--- src/rtl/instr_encoder_pkg.sv ---
// rtl/instr_encoder_pkg.sv - RV32I opcode constants, instruction formats and range helpers
package instr_encoder_pkg;

   localparam logic [6:0] OP_REG   = 7'h33;
   localparam logic [6:0] OP_IMM   = 7'h13;
   localparam logic [6:0] OP_LOAD  = 7'h03;
   localparam logic [6:0] OP_JALR  = 7'h67;
   localparam logic [6:0] OP_CSR   = 7'h73;
   localparam logic [6:0] OP_STORE = 7'h23;
   localparam logic [6:0] OP_BR    = 7'h63;
   localparam logic [6:0] OP_LUI   = 7'h37;
   localparam logic [6:0] OP_AUIPC = 7'h17;
   localparam logic [6:0] OP_JAL   = 7'h6F;

   localparam logic [31:0] INSTR_NOP = 32'h0000_0013;

   typedef enum logic [2:0] {
      FMT_R,
      FMT_I,
      FMT_SHI,
      FMT_S,
      FMT_B,
      FMT_U,
      FMT_J,
      FMT_BAD
   } instr_fmt_t;

   function automatic instr_fmt_t fmt_of(input logic [6:0] opcode, input logic [2:0] funct3);
      instr_fmt_t fmt;
      fmt = FMT_BAD;
      case (opcode)
         OP_REG:                   fmt = FMT_R;
         OP_IMM:                   fmt = (funct3 == 3'b001 || funct3 == 3'b101) ? FMT_SHI : FMT_I;
         OP_LOAD, OP_JALR, OP_CSR: fmt = FMT_I;
         OP_STORE:                 fmt = FMT_S;
         OP_BR:                    fmt = FMT_B;
         OP_LUI, OP_AUIPC:         fmt = FMT_U;
         OP_JAL:                   fmt = FMT_J;
         default:                  fmt = FMT_BAD;
      endcase
      return fmt;
   endfunction

   // True when v[31:lsb] are all copies of one bit, i.e. v fits a signed field ending at lsb.
   function automatic logic all_same(input logic [31:0] v, input int lsb);
      logic [31:0] s;
      s = 32'($signed(v) >>> lsb);
      return (s == '0) || (s == '1);
   endfunction

endpackage

--- src/rtl/instr_encoder_pack.sv ---
// rtl/instr_encoder_pack.sv - combinational format select, field packing and immediate range check
module instr_pack
   import instr_encoder_pkg::*;
(
   input  logic [6:0]  opcode_i,
   input  logic [2:0]  funct3_i,
   input  logic [6:0]  funct7_i,
   input  logic [4:0]  rd_i,
   input  logic [4:0]  rs1_i,
   input  logic [4:0]  rs2_i,
   input  logic [31:0] imm_i,
   output logic [31:0] word_o,
   output logic        err_o
);

   instr_fmt_t  fmt;
   logic [31:0] raw;
   logic        err;

   always_comb begin
      fmt = fmt_of(opcode_i, funct3_i);
      raw = '0;
      err = 1'b0;
      case (fmt)
         FMT_R: begin
            raw = {funct7_i, rs2_i, rs1_i, funct3_i, rd_i, opcode_i};
         end
         FMT_I: begin
            raw = {imm_i[11:0], rs1_i, funct3_i, rd_i, opcode_i};
            err = !all_same(imm_i, 11);
         end
         FMT_SHI: begin
            raw = {funct7_i, imm_i[4:0], rs1_i, funct3_i, rd_i, opcode_i};
            err = (imm_i[31:5] != '0);
         end
         FMT_S: begin
            raw = {imm_i[11:5], rs2_i, rs1_i, funct3_i, imm_i[4:0], opcode_i};
            err = !all_same(imm_i, 11);
         end
         FMT_B: begin
            raw = {imm_i[12], imm_i[10:5], rs2_i, rs1_i, funct3_i, imm_i[4:1], imm_i[11], opcode_i};
            err = !all_same(imm_i, 12) || imm_i[0];
         end
         FMT_U: begin
            raw = {imm_i[31:12], rd_i, opcode_i};
            err = (imm_i[11:0] != '0);
         end
         FMT_J: begin
            raw = {imm_i[20], imm_i[10:1], imm_i[11], imm_i[19:12], rd_i, opcode_i};
            err = !all_same(imm_i, 20) || imm_i[0];
         end
         default: begin
            raw = '0;
            err = 1'b1;
         end
      endcase
   end

   assign word_o = err ? INSTR_NOP : raw;
   assign err_o  = err;

endmodule

--- src/rtl/instr_encoder.sv ---
// rtl/instr_encoder.sv - RV32I field encoder with output FIFO, sticky error and accept counter
module instr_encoder
   import instr_encoder_pkg::*;
#(
   parameter int DEPTH = 2,
   parameter int CNT_W = 16
) (
   input  logic             clk,
   input  logic             rst_n,
   input  logic             in_valid,
   output logic             in_ready,
   input  logic [6:0]       in_opcode,
   input  logic [2:0]       in_funct3,
   input  logic [6:0]       in_funct7,
   input  logic [4:0]       in_rd,
   input  logic [4:0]       in_rs1,
   input  logic [4:0]       in_rs2,
   input  logic [31:0]      in_imm,
   output logic             out_valid,
   input  logic             out_ready,
   output logic [31:0]      out_instr,
   output logic             out_err,
   output logic             err_sticky,
   input  logic             clr_err,
   output logic [CNT_W-1:0] instr_count
);

   localparam int          AW       = (DEPTH > 1) ? $clog2(DEPTH) : 1;
   localparam logic [AW:0] OCC_FULL = (AW + 1)'(DEPTH);

   logic [31:0]      pack_word;
   logic             pack_err;

   logic [31:0]      word_mem_q [DEPTH];
   logic [DEPTH-1:0] err_mem_q;
   logic [AW-1:0]    wr_ptr_q, wr_ptr_d;
   logic [AW-1:0]    rd_ptr_q, rd_ptr_d;
   logic [AW:0]      occ_q, occ_d;
   logic             err_sticky_q, err_sticky_d;
   logic [CNT_W-1:0] count_q, count_d;
   logic             push, pop;

   instr_pack u_pack (
      .opcode_i (in_opcode),
      .funct3_i (in_funct3),
      .funct7_i (in_funct7),
      .rd_i     (in_rd),
      .rs1_i    (in_rs1),
      .rs2_i    (in_rs2),
      .imm_i    (in_imm),
      .word_o   (pack_word),
      .err_o    (pack_err)
   );

   // Handshake depends on registered occupancy only, so a full FIFO refuses input even while popping.
   assign in_ready  = (occ_q < OCC_FULL);
   assign out_valid = (occ_q != '0);
   assign push      = in_valid && in_ready;
   assign pop       = out_valid && out_ready;

   assign out_instr   = out_valid ? word_mem_q[rd_ptr_q] : '0;
   assign out_err     = out_valid && err_mem_q[rd_ptr_q];
   assign err_sticky  = err_sticky_q;
   assign instr_count = count_q;

   always_comb begin
      wr_ptr_d     = wr_ptr_q;
      rd_ptr_d     = rd_ptr_q;
      occ_d        = occ_q + (AW + 1)'(push) - (AW + 1)'(pop);
      err_sticky_d = err_sticky_q;
      count_d      = count_q;
      if (push) begin
         wr_ptr_d = wr_ptr_q + AW'(1);
         count_d  = count_q + CNT_W'(1);
      end
      if (pop) begin
         rd_ptr_d = rd_ptr_q + AW'(1);
      end
      if (push && pack_err) begin
         err_sticky_d = 1'b1;
      end else if (clr_err) begin
         err_sticky_d = 1'b0;
      end
   end

   always_ff @(posedge clk or negedge rst_n) begin
      if (!rst_n) begin
         wr_ptr_q     <= '0;
         rd_ptr_q     <= '0;
         occ_q        <= '0;
         err_sticky_q <= 1'b0;
         count_q      <= '0;
      end else begin
         wr_ptr_q     <= wr_ptr_d;
         rd_ptr_q     <= rd_ptr_d;
         occ_q        <= occ_d;
         err_sticky_q <= err_sticky_d;
         count_q      <= count_d;
      end
   end

   // Storage needs no reset: the head is masked while the FIFO is empty.
   always_ff @(posedge clk) begin
      if (push) begin
         word_mem_q[wr_ptr_q] <= pack_word;
         err_mem_q[wr_ptr_q]  <= pack_err;
      end
   end

endmodule

--- config.mk ---
export PLATFORM = sky130hd
export DESIGN_NAME = instr_encoder
export DESIGN_NICKNAME = d
export VERILOG_FILES = /design/src/rtl/instr_encoder_pkg.sv /design/src/rtl/instr_encoder_pack.sv /design/src/rtl/instr_encoder.sv
export SDC_FILE = /design/constraint.sdc
export NUM_CORES = 1
export LEC_CHECK = 0
export ABC_AREA = 0
export BUFFER_PORTS_ARGS = -buffer_cell sky130_fd_sc_hd__buf_2
export CORE_UTILIZATION = 50
export DETAILED_ROUTE_END_ITERATION = 7
export GPL_TIMING_DRIVEN = 0
export PLACE_DENSITY = 0.84
export SETUP_SLACK_MARGIN = 0.1
export SKIP_LAST_GASP = 1
export SYNTH_ARGS = -nofsm -noshare
export SYNTH_HDL_FRONTEND = slang
export SYNTH_HIERARCHICAL = 1
export SYNTH_SLANG_ARGS = --single-unit
--- constraint.sdc ---
create_clock -name clk -period 4.7 [get_ports clk]
set_clock_uncertainty 0.05 [all_clocks]
set_input_delay 0.94 -clock clk [delete_from_list [all_inputs] [get_ports clk]]
set_output_delay 0.94 -clock clk [all_outputs]
set_load 0.05 [all_outputs]
# After elaboration in Yosys (flattened, before gate mapping)
# Memories as Yosys holds them, arrays and structs flattened.
# Index checks and enable logic that the tools add are counted.
# W data, S select, Z words.
dict set report word_totals {
  latch_bits 0
  inputBits 69
  mem_bits_ro 0
  mem_count 1
  ram_bits 64
  output_inout_bits 52
  elab_cells 77
  register_bits 23
}
dict set report classes {
  shift 0
  div 0
  addsub 5
  muxes 15
  multipliers 0
  order_cmp 4
  n_eq_ne 21
  reduce_logical 25
  bitwise_logic 0
}
# name depth width rd rd_clocked_by_memory_dff write_ports line
set memory_table {}
lappend memory_table {word_mem_q 2 32 1 0 1 instr_encoder.sv:34} ;# logic [31:0] word_mem_q [DEPTH];
# operator count
set ops {}
lappend ops {{$pmux W32 S7} 1}
lappend ops {{$eq A32 B32 Y1 const B} 3}
lappend ops {{$logic_not A32 Y1} 3}
lappend ops {{$mux W32} 2}
lappend ops {{$eq A7 B7 Y1 const B} 4}
lappend ops {{$reduce_bool A27 Y1} 1}
lappend ops {{$eq A7 B6 Y1 const B} 3}
lappend ops {{$pmux W3 S7} 1}
lappend ops {{$add A16 B1 Y16 const B} 1}
lappend ops {{$eq A7 B5 Y1 const B} 2}
lappend ops {{$eq A3 B3 Y1 const B} 4}
lappend ops {{$reduce_bool A12 Y1} 1}
lappend ops {{$eq A7 B2 Y1 const B} 1}
lappend ops {{$mux W1} 7}
lappend ops {{$eq A3 B1 Y1 const B} 2}
lappend ops {{$eq A3 B2 Y1 const B} 2}
lappend ops {{$logic_or A1 B1 Y1} 6}
lappend ops {{$pmux W1 S6} 1}
lappend ops {{$logic_and A1 B1 Y1} 5}
lappend ops {{$lt A1 B2 Y1 const B} 2}
lappend ops {{$reduce_bool A2 Y1} 2}
lappend ops {{$reduce_or A2 Y1} 2}
lappend ops {{$logic_not A1 Y1} 3}
lappend ops {{$logic_not A3 Y1} 1}
lappend ops {{9 further kinds} 10}

# Logic depth before layout (Yosys ltp)
# Gate-level depths: netlist of run 1.
dict set report depth {
  word_depth 9
  ltp_mapped 9
  ltp_nobuf 7
}

# Hierarchy
# Netlist of run 1, hierarchy kept.
# mod instances area_per_inst_um2 seq_area_each_um2 cells_per_inst
set by_module_without_submodules {}
lappend by_module_without_submodules {instr_encoder 1 3400.8 2507.4 219}
lappend by_module_without_submodules {instr_pack 1 1164.9 0.0 164}

# Worst setup path after synthesis of run 1
# Ideal clock, no wire load.
dict set report synth_timing {
  path_type {input -> register}
  start {input in_valid}
  end {register err_mem_q[0], enable pin}
  path_stages 3
  n_path_buf 1
  setup_slack_ps 1475
  arrival_time_ps 2748
  setup_ps 427
  cell_sequence {nor2b_1 > buf_2 > nor2b_1}
}
dict set report synth_via {
  elab_chain_cells 1
}
# element line
set synth_rtl {}
lappend synth_rtl {{start, declared} instr_encoder.sv:10} ;# input logic in_valid,
lappend synth_rtl {{$logic_and A1 B1 Y1} instr_encoder.sv:58} ;# assign push = in_valid && in_ready;
lappend synth_rtl {{end signal, assigned by index} instr_encoder.sv:106} ;# err_mem_q[wr_ptr_q] <= pack_err;
lappend synth_rtl {{end, declared} instr_encoder.sv:35} ;# logic [DEPTH-1:0] err_mem_q;
# No other way between the ends.
# A chain may end at the register's enable or synchronous reset.

# Final worst setup path of run 1
dict set report layout_timing {
  start {register occ_q[1]}
  end {output out_instr[11]}
}
dict set report layout_via {
  elab_chain_cells 2
}
# element line
set layout_rtl {}
lappend layout_rtl {{start, declared} instr_encoder.sv:38} ;# logic [AW:0] occ_q, occ_d;
lappend layout_rtl {{start signal, assigned} instr_encoder.sv:90} ;# occ_q <= '0;
lappend layout_rtl {{start signal, assigned} instr_encoder.sv:96} ;# occ_q <= occ_d;
lappend layout_rtl {{$reduce_bool A2 Y1} instr_encoder.sv:57} ;# assign out_valid = (occ_q != '0);
lappend layout_rtl {{$mux W32} instr_encoder.sv:61} ;# assign out_instr = out_valid ? word_mem_q[rd_ptr_q] : '0;
lappend layout_rtl {{end, declared} instr_encoder.sv:21} ;# output logic [31:0] out_instr,
# No other way between the ends.

==> results of run 1 <==
## worst register-to-register path, delay by kind of cell (launching register included)
kind | cells | cell delay [ps]
and+or+nand+nor | 2 | 930
DFF | 1 | 440
buffers and inverters | 1 | 200
## path summary, 6_finish.rpt
kind                                        startpoint                          end  slack [ps]  cells after the start
min in group asynchronous                        rst_n   instr_count[7]$_DFFE_PN0P_         470                      1
max in group asynchronous                        rst_n   instr_count[4]$_DFFE_PN0P_        3820                      1
max reg2reg                         occ_q[1]$_DFF_PN0_  word_mem_q[0][25]$_DFFE_PP_        2700                      3
max                                 occ_q[1]$_DFF_PN0_                out_instr[11]        1690                      4
min reg2reg                instr_count[15]$_DFFE_PN0P_  instr_count[15]$_DFFE_PN0P_         420                      1
min                        instr_count[15]$_DFFE_PN0P_  instr_count[15]$_DFFE_PN0P_         420                      1
## cells in the mapped netlist (3+ instances only)
cell type / number
buf_2: 5
nor2b_1: 4
nor4_1: 6
a21oi_1: 10
nand3b_1: 8
nand3_1: 9
clkbuf_1: 3
nor2_1: 64
nand2_1: 16
inv_1: 8
xor2_1: 6
buf_6: 6
a32oi_1: 3
edfxtp_1: 66
o21ai_1: 3
nand4b_1: 4
nand4_1: 9
a222oi_1: 4
o21ai_0: 7
or2_2: 4
mux2i_1: 35
xnor2_1: 13
dfrtp_1: 21
a22oi_1: 20
## state kept, by name (all words and copies together), names as in the netlist
name         cells
word_mem_q      64
wr_ptr_q         1
occ_q            2
err_sticky       1
err_mem_q        2
rd_ptr_q         1
instr_count     16
## cell type report
| cell class | count | share of cell area, % |
|---|---|---|
| timing repair buffer | 119 | 10.8 |
| tap | 108 | 2.45 |
| clock buffer | 11 | 3.15 |
| buffer | 20 | 2.76 |
| sequential | 87 | 45.4 |
| clock inverter | 5 | 0.747 |
| inverter | 8 | 0.544 |
| multi-input combinational | 269 | 34.2 |
## through the flow
step | hold slack, ps | setup slack (ps)
2_1_floorplan | 405 | 1480
3_3_place_gp | 406 | 581
3_5_place_dp | 421 | 1740
4_1_cts | 434 | 1590
5_1_grt | 462 | 1530
6_report | 421 | 1690
## placed cells by master, fill, tap and decap left out, types with 10 or more instances in the layout
cell type  instances
clkbuf_8          10
a22oi_1           20
nor2_1            64
mux2i_1           35
dfrtp_1           21
edfxtp_1          66
a21oi_1           10
nand2_1           16
buf_2            124
xnor2_1           13
## cells by family (layout without fill, tap and decap cells)
family	Yosys count	count (layout)	synth area share, %
other	1	2	0.0821
xor gates and xnor gates	19	19	3.64
and+or+nand+nor	145	145	17.6
adders and majority gates	2	2	0.548
AOI/OAI and AO/OA	64	64	11.0
DFF	87	87	54.9
muxes	37	37	8.22
buffers and inverters	28	163	4.00
## routing by layer
| metal | up-vias | global-route usage [%] | routed length, um | part of all wire (%) |
|---|---|---|---|---|
| met5 | - | 0 | 0 | 0 |
| met2 | 158 | 40.7 | 5620 | 50 |
| met4 | 0 | 6.45 | 105 | 0.93 |
| met1 | 1758 | 31.6 | 4780 | 42 |
| li1 | 1702 | - | - | - |
| met3 | 8 | 4.75 | 751 | 6.7 |
## power by group
group	internal [uW]	switching [uW]	leakage, uW
Clock	264	277	0.000113
Sequential	985	68.2	0.000926
Combinational	352	1050	0.00132
Total	1600	1390	0.00236
==> impl_metrics.yaml, run 1 <==
setup_path:
  critPathBufInv: 2
  crit_type: "flip-flop to primary output"
  critPathMaxFanout: 10
  required_ps: 3710
  crit_path_start_kind: "flip-flop"
  crit_path_max_incr_delay_ps: 440
  cp_slowest_cell: "dfrtp_1"
  path_cells: "nor2_1 > clkbuf_1 > nor2_1 > buf_2"
  critPathArrivalTime_ps: 2020
  worst_setup_path_end_kind: "primary output"
  cpLargestDelayFamily: "buffers and inverters"
  crit_path_frequent_cell: "nor2_1"
cells_and_area:
  drive_above_1_share_pct: 34.3
  fill_cells: 710
  antennaDiodeCount: 0
  layout.nets: 585
  finalNonFillerCells: 627
  register_area_um2: 2510
  final_util_pct: 63.0
  syn2layout_area_growth_pct: 21.0
  multiInputGateArea_um2: 1890
  final_area_um2: 5520
synth:
  synth_seq_cells: 87
  ys_seq_area_share_pct: 54.9
  netlist.area_leader.share_pct: 43.4
  synth-async-reset-ratio_pct: 24.1
  ys_warn_count: 6
  synth.avg_cell_area_um2: 11.9
  syn_inst: 383
  yosys.area.top_type: "edfxtp_1"
  netlist_area_um2: 4570
  synth_area_leaders: "edfxtp_1 43%, dfrtp_1 12%, mux2i_1 7.7%, nor2_1 5.3%, a22oi_1 3.3%"
  synth_edf_count: 66
  ys.flop_type: "edfxtp_1"
  ys_types: 67
status:
  outcome: "complete, no violations"
placed_design:
  io_buffers: 119
  dp_hpwl_um: 8750
  place_inst: 611
  place.gp.congestion: 0.920
  place_area_um2: 5310
power_and_ir_drop:
  p_per_area_nw_per_um2: 542
  peakVddDrop_uv: 230
  power.leakage_uw: 0.00236
  power_uw: 3000
sta:
  hold_viol: 0
  drv_slew: 0
  layout_min_cycle_time_ps: 3010
  tns_ps: 0
  fmax_mhz: 333
  rsz0062_at_grt: "false"
  post-route-period-util_pct: 63.9
  worst_pin_slew_ps: 947
  final-setup-viol-count: 0
  slew_headroom_pct: 36.7
clock_tree:
  cts_tree: "done"
  cts_made_buffers: 9
  cts_resized: 0
  root_buffer: "clkbuf_8"
  insertion_delay_ps: 350
  cts.clk_slew.worst_paths_ps: 90
  cts_sinks: 87
  cts_buffer_depth: 2
  holdBufCountCts: 0
  cts_max_level: 3
  cts_setup_buffers: 0
detailed_routing:
  drc: 0
  wl_per_cell_um: 17.9
  vias: 3626
  routed_wl_um: 11300
  first_pass_iters: 7
  viasPerCell: 5.78
  ant_nets: 0
  drtIter0Drc: 253
global_routing:
  grt_max_degree: 34
  grt_pass1_wl_um: 17700
  track_usage_pct: 24.0
  grt_pass1_vias: 3447
  gr-total-overflow: 0
  antenna_found_initial: 0
die:
  ioPinCount: 121
  rows: 34
  start_util_pct: 52.1
  core-area_um2: 8760
  die_w_um: 97.6
  die_h_um: 97.6
  design.die.area_um2: 9520
run:
  drv_cap: 0
worst_hold_path:
  hp-class: "flip-flop to flip-flop"
Power figures use the tool's default switching activity.
==> run 2: changes to the inputs <==
==> constraint.sdc (replaced) <==
create_clock -name clk -period 2.8 [get_ports clk]
set_clock_uncertainty 0.05 [all_clocks]
set_input_delay 0.56 -clock clk [delete_from_list [all_inputs] [get_ports clk]]
set_output_delay 0.56 -clock clk [all_outputs]
set_load 0.05 [all_outputs]
==> impl_metrics.yaml, run 2 (synthesis gave the netlist of run 1 again) <==
power_and_ir_drop:
  clockPowerShare_pct: 17.1
  seq_power_share_pct: 35.7
  p_int_uw: 2650
  peakVddDrop_uv: 446
  pwr-share-comb_pct: 47.2
  switching_power_uw: 2310
  power_uw: 4960
  power.leakage_uw: 0.00235
  swShare_pct: 46.6
  p_per_area_nw_per_um2: 901
cells_and_area:
  drive_above_1_share_pct: 34.5
  finalNonFillerCells: 627
  largest_register_ffs: 64
  antennaDiodeCount: 0
  final_util_pct: 62.9
  syn2layout_area_growth_pct: 20.7
  layout.nets: 585
  largest-register: "word_mem_q"
  layout_common_cells: "124 x buf_2, 66 x edfxtp_1, 63 x nor2_1"
  layout_commonest_cell: "buf_2"
clock_tree:
  root_buffer: "clkbuf_8"
  cts_sinks: 87
  holdBufCountCts: 0
  insertion_delay_ps: 340
  cts_setup_buffers: 0
  cts_buffer_depth: 2
  cts_tree: "done"
  cts_max_level: 3
  cts_made_buffers: 9
  cts.clk_slew.worst_paths_ps: 90
placed_design:
  dp_hpwl_um: 8700
  place.gp.congestion: 0.940
  place_inst: 611
  io_buffers: 119
  dp_worst_setup_slack_ps: 249
global_routing:
  track_usage_pct: 24.0
  grt_max_degree: 34
  grt_pass1_vias: 3581
  grt_pass1_wl_um: 17800
  antenna_found_initial: 0
  gr-total-overflow: 0
setup_path:
  critPathArrivalTime_ps: 1860
  crit_path_start_kind: "flip-flop"
  reg2reg_depth: 3
  worst_setup_path_end_kind: "primary output"
  critPathBufInv: 2
  required_ps: 2190
  path_cells: "nor2_2 > clkbuf_1 > nor2_1 > buf_2"
  crit_path_max_incr_delay_ps: 440
  cp_slowest_cell: "dfrtp_1"
  crit_type: "flip-flop to primary output"
  critPathMaxFanout: 10
  crit_cells: 4
  cpLargestDelayFamily: "buffers and inverters"
sta:
  fmax_mhz: 404
  hold_viol: 0
  final-setup-viol-count: 0
  slew_headroom_pct: 31.9
  drv_slew: 0
  setup_slack_ps: 327
  tns_ps: 0
  post-route-period-util_pct: 88.3
  layout_min_cycle_time_ps: 2470
  worst_pin_slew_ps: 1020
  rsz0062_at_grt: "false"
detailed_routing:
  first_pass_iters: 5
  viasPerCell: 5.91
  drtIter0Drc: 324
  drc: 0
  ant_nets: 0
  routed_wl_um: 11200
  vias: 3704
  wl_per_cell_um: 17.9
die:
  start_util_pct: 52.1
  design.die.area_um2: 9520
  die_w_um: 97.6
  core-area_um2: 8760
  ioPinCount: 121
  die_h_um: 97.6
  rows: 34
status:
  outcome: "complete, no violations"
run:
  drv_cap: 0
worst_hold_path:
  hp-class: "input pin to asynchronous set/reset pin"
-- run 2: cell counts in the layout (fill, tap and decap cells not counted) --
Identical to the previous run, type by type.
-- run 2: area by class of cell --
class	instances	area [um2]
fill	746	3250
sequential	87	2510
multi-input combinational	269	1890
timing repair buffer	119	596
clock buffer	11	163
buffer	20	153
tap	108	135
clock inverter	5	35.0
inverter	8	30.0
-- run 2: worst paths after layout --
check                                                 start                     endpoint  slack [ps]
worst max-delay path                     occ_q[1]$_DFF_PN0_                out_instr[11]         330
worst min-delay path                                  rst_n   instr_count[4]$_DFFE_PN0P_         110
worst max register to register           occ_q[1]$_DFF_PN0_   word_mem_q[0][4]$_DFFE_PP_         730
worst min register to register  instr_count[15]$_DFFE_PN0P_  instr_count[15]$_DFFE_PN0P_         440
max in group asynchronous                             rst_n   instr_count[5]$_DFFE_PN0P_        2260
min in group clk                                    clr_err       err_sticky$_DFFE_PN0P_         340
-- run 2: worst reg2reg max path, cell delays in order (launching register included) --
cell     delay (ps)
dfrtp_1         440
nor2b_1         120
buf_2           210
nor2b_4         860
-- run 2: timing repair --
item                                   4_1_cts  5_1_grt
resized for setup                            1        0
endpoints found under the hold margin        0        0
setup endpoints to repair                    1        0
-- run 2: layer usage --
metal	track usage [%]	part of all wire, %	up-vias
met5	0	0	-
met4	11.1	2.2	0
met3	3.60	7.9	21
met2	38.5	49	205
met1	32.2	41	1774
li1	-	-	1704
-- run 2: power by group through the flow --
stage	Clock [uW]	Sequential [uW]	Combinational, uW
global placement	0	1790	2340
detailed placement	0	1800	2360
floorplan	0	1930	1650
CTS	870	1770	2370
global route	906	1800	2480
finish	848	1770	2340
-- run 2: metrics by stage --
| stage | cell area [um2] | hold WS, ps |
|---|---|---|
| final | 5510 | 112 |
| after global routing | 5510 | 134 |
| after CTS | 5510 | 105 |
| after detailed placement | 5310 | 428 |
| after global placement | 5300 | 405 |
| after floorplan | 4570 | 214 |
==> run 3: changes to the inputs <==
--- a/config.mk
+++ b/config.mk
@@ -5,11 +5,12 @@
 export SDC_FILE = /design/constraint.sdc
 export NUM_CORES = 1
 export LEC_CHECK = 0
-export ABC_AREA = 0
 export BUFFER_PORTS_ARGS = -buffer_cell sky130_fd_sc_hd__buf_2
+export CORE_MARGIN = 5
 export CORE_UTILIZATION = 50
 export DETAILED_ROUTE_END_ITERATION = 7
 export GPL_TIMING_DRIVEN = 0
+export MAX_ROUTING_LAYER = met4
 export PLACE_DENSITY = 0.84
 export SETUP_SLACK_MARGIN = 0.1
 export SKIP_LAST_GASP = 1
==> impl_metrics.yaml, run 3 (synthesis gave the netlist of run 1 again) <==
placed_design:
  place.gp.congestion: 0.992
  dp_hpwl_um: 9000
  place_area_um2: 5330
  place_inst: 612
  io_buffers: 119
cells_and_area:
  fill_cells: 737
  finalNonFillerCells: 628
  layout_commonest_cell: "buf_2"
  drive_above_1_share_pct: 34.8
  final_area_um2: 5530
  register_area_um2: 2510
  layout_common_cells: "124 x buf_2, 66 x edfxtp_1, 63 x nor2_1"
  largest_register_ffs: 64
  syn2layout_area_growth_pct: 21.2
  layout.nets: 586
  largest-register: "word_mem_q"
  antennaDiodeCount: 0
  multiInputGateArea_um2: 1890
clock_tree:
  root_buffer: "clkbuf_8"
  cts_tree: "done"
  cts_setup_buffers: 0
  cts_made_buffers: 9
  insertion_delay_ps: 350
  cts_buffer_depth: 2
  cts_sinks: 87
  cts.clk_slew.worst_paths_ps: 90
  holdBufCountCts: 0
  cts_max_level: 3
power_and_ir_drop:
  power_uw: 5040
  power.leakage_uw: 0.00236
  p_per_area_nw_per_um2: 911
  peakVddDrop_uv: 417
setup_path:
  critPathMaxFanout: 10
  crit_path_max_incr_delay_ps: 460
  cp_slowest_cell: "dfrtp_1"
  cp-startpoint: "occ_q[1]$_DFF_PN0_"
  path_cells: "nor2_2 > clkbuf_1 > nor2_1 > buf_2"
  critPathArrivalTime_ps: 1890
  crit_type: "flip-flop to primary output"
  worst_setup_path_end_kind: "primary output"
  regToRegStartpoint: "occ_q[1]$_DFF_PN0_"
  crit_path_start_kind: "flip-flop"
  rrSetupSlack_ps: 840
  required_ps: 2190
run:
  drv_cap: 0
sta:
  fmax_mhz: 400
  worst_pin_slew_ps: 818
  hold_viol: 0
  final-setup-viol-count: 0
  slew_headroom_pct: 45.5
  rsz0062_at_grt: "false"
  layout_min_cycle_time_ps: 2500
  post-route-period-util_pct: 89.4
  drv_slew: 0
die:
  ioPinCount: 121
  die_h_um: 106
  die_w_um: 106
  core-area_um2: 8810
  start_util_pct: 51.8
  design.die.area_um2: 11100
  rows: 34
global_routing:
  grt_use_met2_pct: 35.4
  met1_usage_pct: 27.1
  grt_pass1_vias: 3574
  track_usage_pct: 21.7
  top_usage_layer: "met2"
  grt_max_degree: 34
  gr-total-overflow: 0
  antenna_found_initial: 0
  grt_pass1_wl_um: 18500
  met3_usage_pct: 4.10
detailed_routing:
  drtIter0Drc: 303
  vias: 3663
  routed_wl_um: 11700
  first_pass_iters: 6
  drc: 0
  viasPerCell: 5.83
  ant_nets: 0
  wl_per_cell_um: 18.7
worst_hold_path:
  hp-class: "input pin to asynchronous set/reset pin"
status:
  outcome: "complete, no violations"
run 3: cell types whose count changed in the layout (fill, tap and decap cells not counted), sizes merged:
cell	change
clkinv	+2
inv	-2
buf	+1
run 3: what timing repair did:
action	4_1_cts	5_1_grt
setup endpoints to repair	7	1
pin swaps	0	0
gates resized for setup	1	2
run 3: path summary, 6_finish.rpt:
kind,endpoint,cells past startpoint
worst max register to register,word_mem_q[1][4]$_DFFE_PP_,3
worst min register to register,instr_count[15]$_DFFE_PN0P_,1
min in group clk,err_sticky$_DFFE_PN0P_,2
worst min-delay path,instr_count[6]$_DFFE_PN0P_,1
worst max-delay path,out_instr[6],4
max in group asynchronous,wr_ptr_q$_DFFE_PN0P_,1
run 3: final cells by class:
type / instances / area share, %
sequential: 87 / 45.3
clock inverter: 5 / 0.678
timing repair buffer: 120 / 11.1
buffer: 20 / 2.78
clock buffer: 11 / 2.94
multi-input combinational: 269 / 34.2
tap: 108 / 2.44
inverter: 8 / 0.543
run 3: worst max-delay path: cells and delay by family, from the launching register on:
kind	cells	cell delay, ps
simple gates	2	470
flops	1	460
buf+inv	2	610
run 3: layer usage:
layer | routed length [um] | vias to the layer above
met5 | 0 | -
li1 | - | 1698
met2 | 5730 | 181
met4 | 283 | 0
met1 | 4810 | 1759
met3 | 894 | 25
run 3: power by group:
part | switching [uW] | leakage (uW) | internal [uW]
sequential | 126 | 0.000926 | 1650
clock | 445 | 0.000105 | 406
combinational | 1800 | 0.00133 | 615
total | 2370 | 0.00236 | 2670
run 3: metrics by stage:
stage | TNS [ps] | utilization, % | hold WS, ps | worst slack, ps
finish | 0 | 62.8 | 98.1 | 297
global route | 0 | 62.8 | 125 | 148
CTS | 0 | 62.8 | 97.8 | 198
detailed placement | 0 | 60.5 | 412 | 252
global placement | -1680 | 60.2 | 405 | -52.9
floorplan | 0 | - | 214 | 570
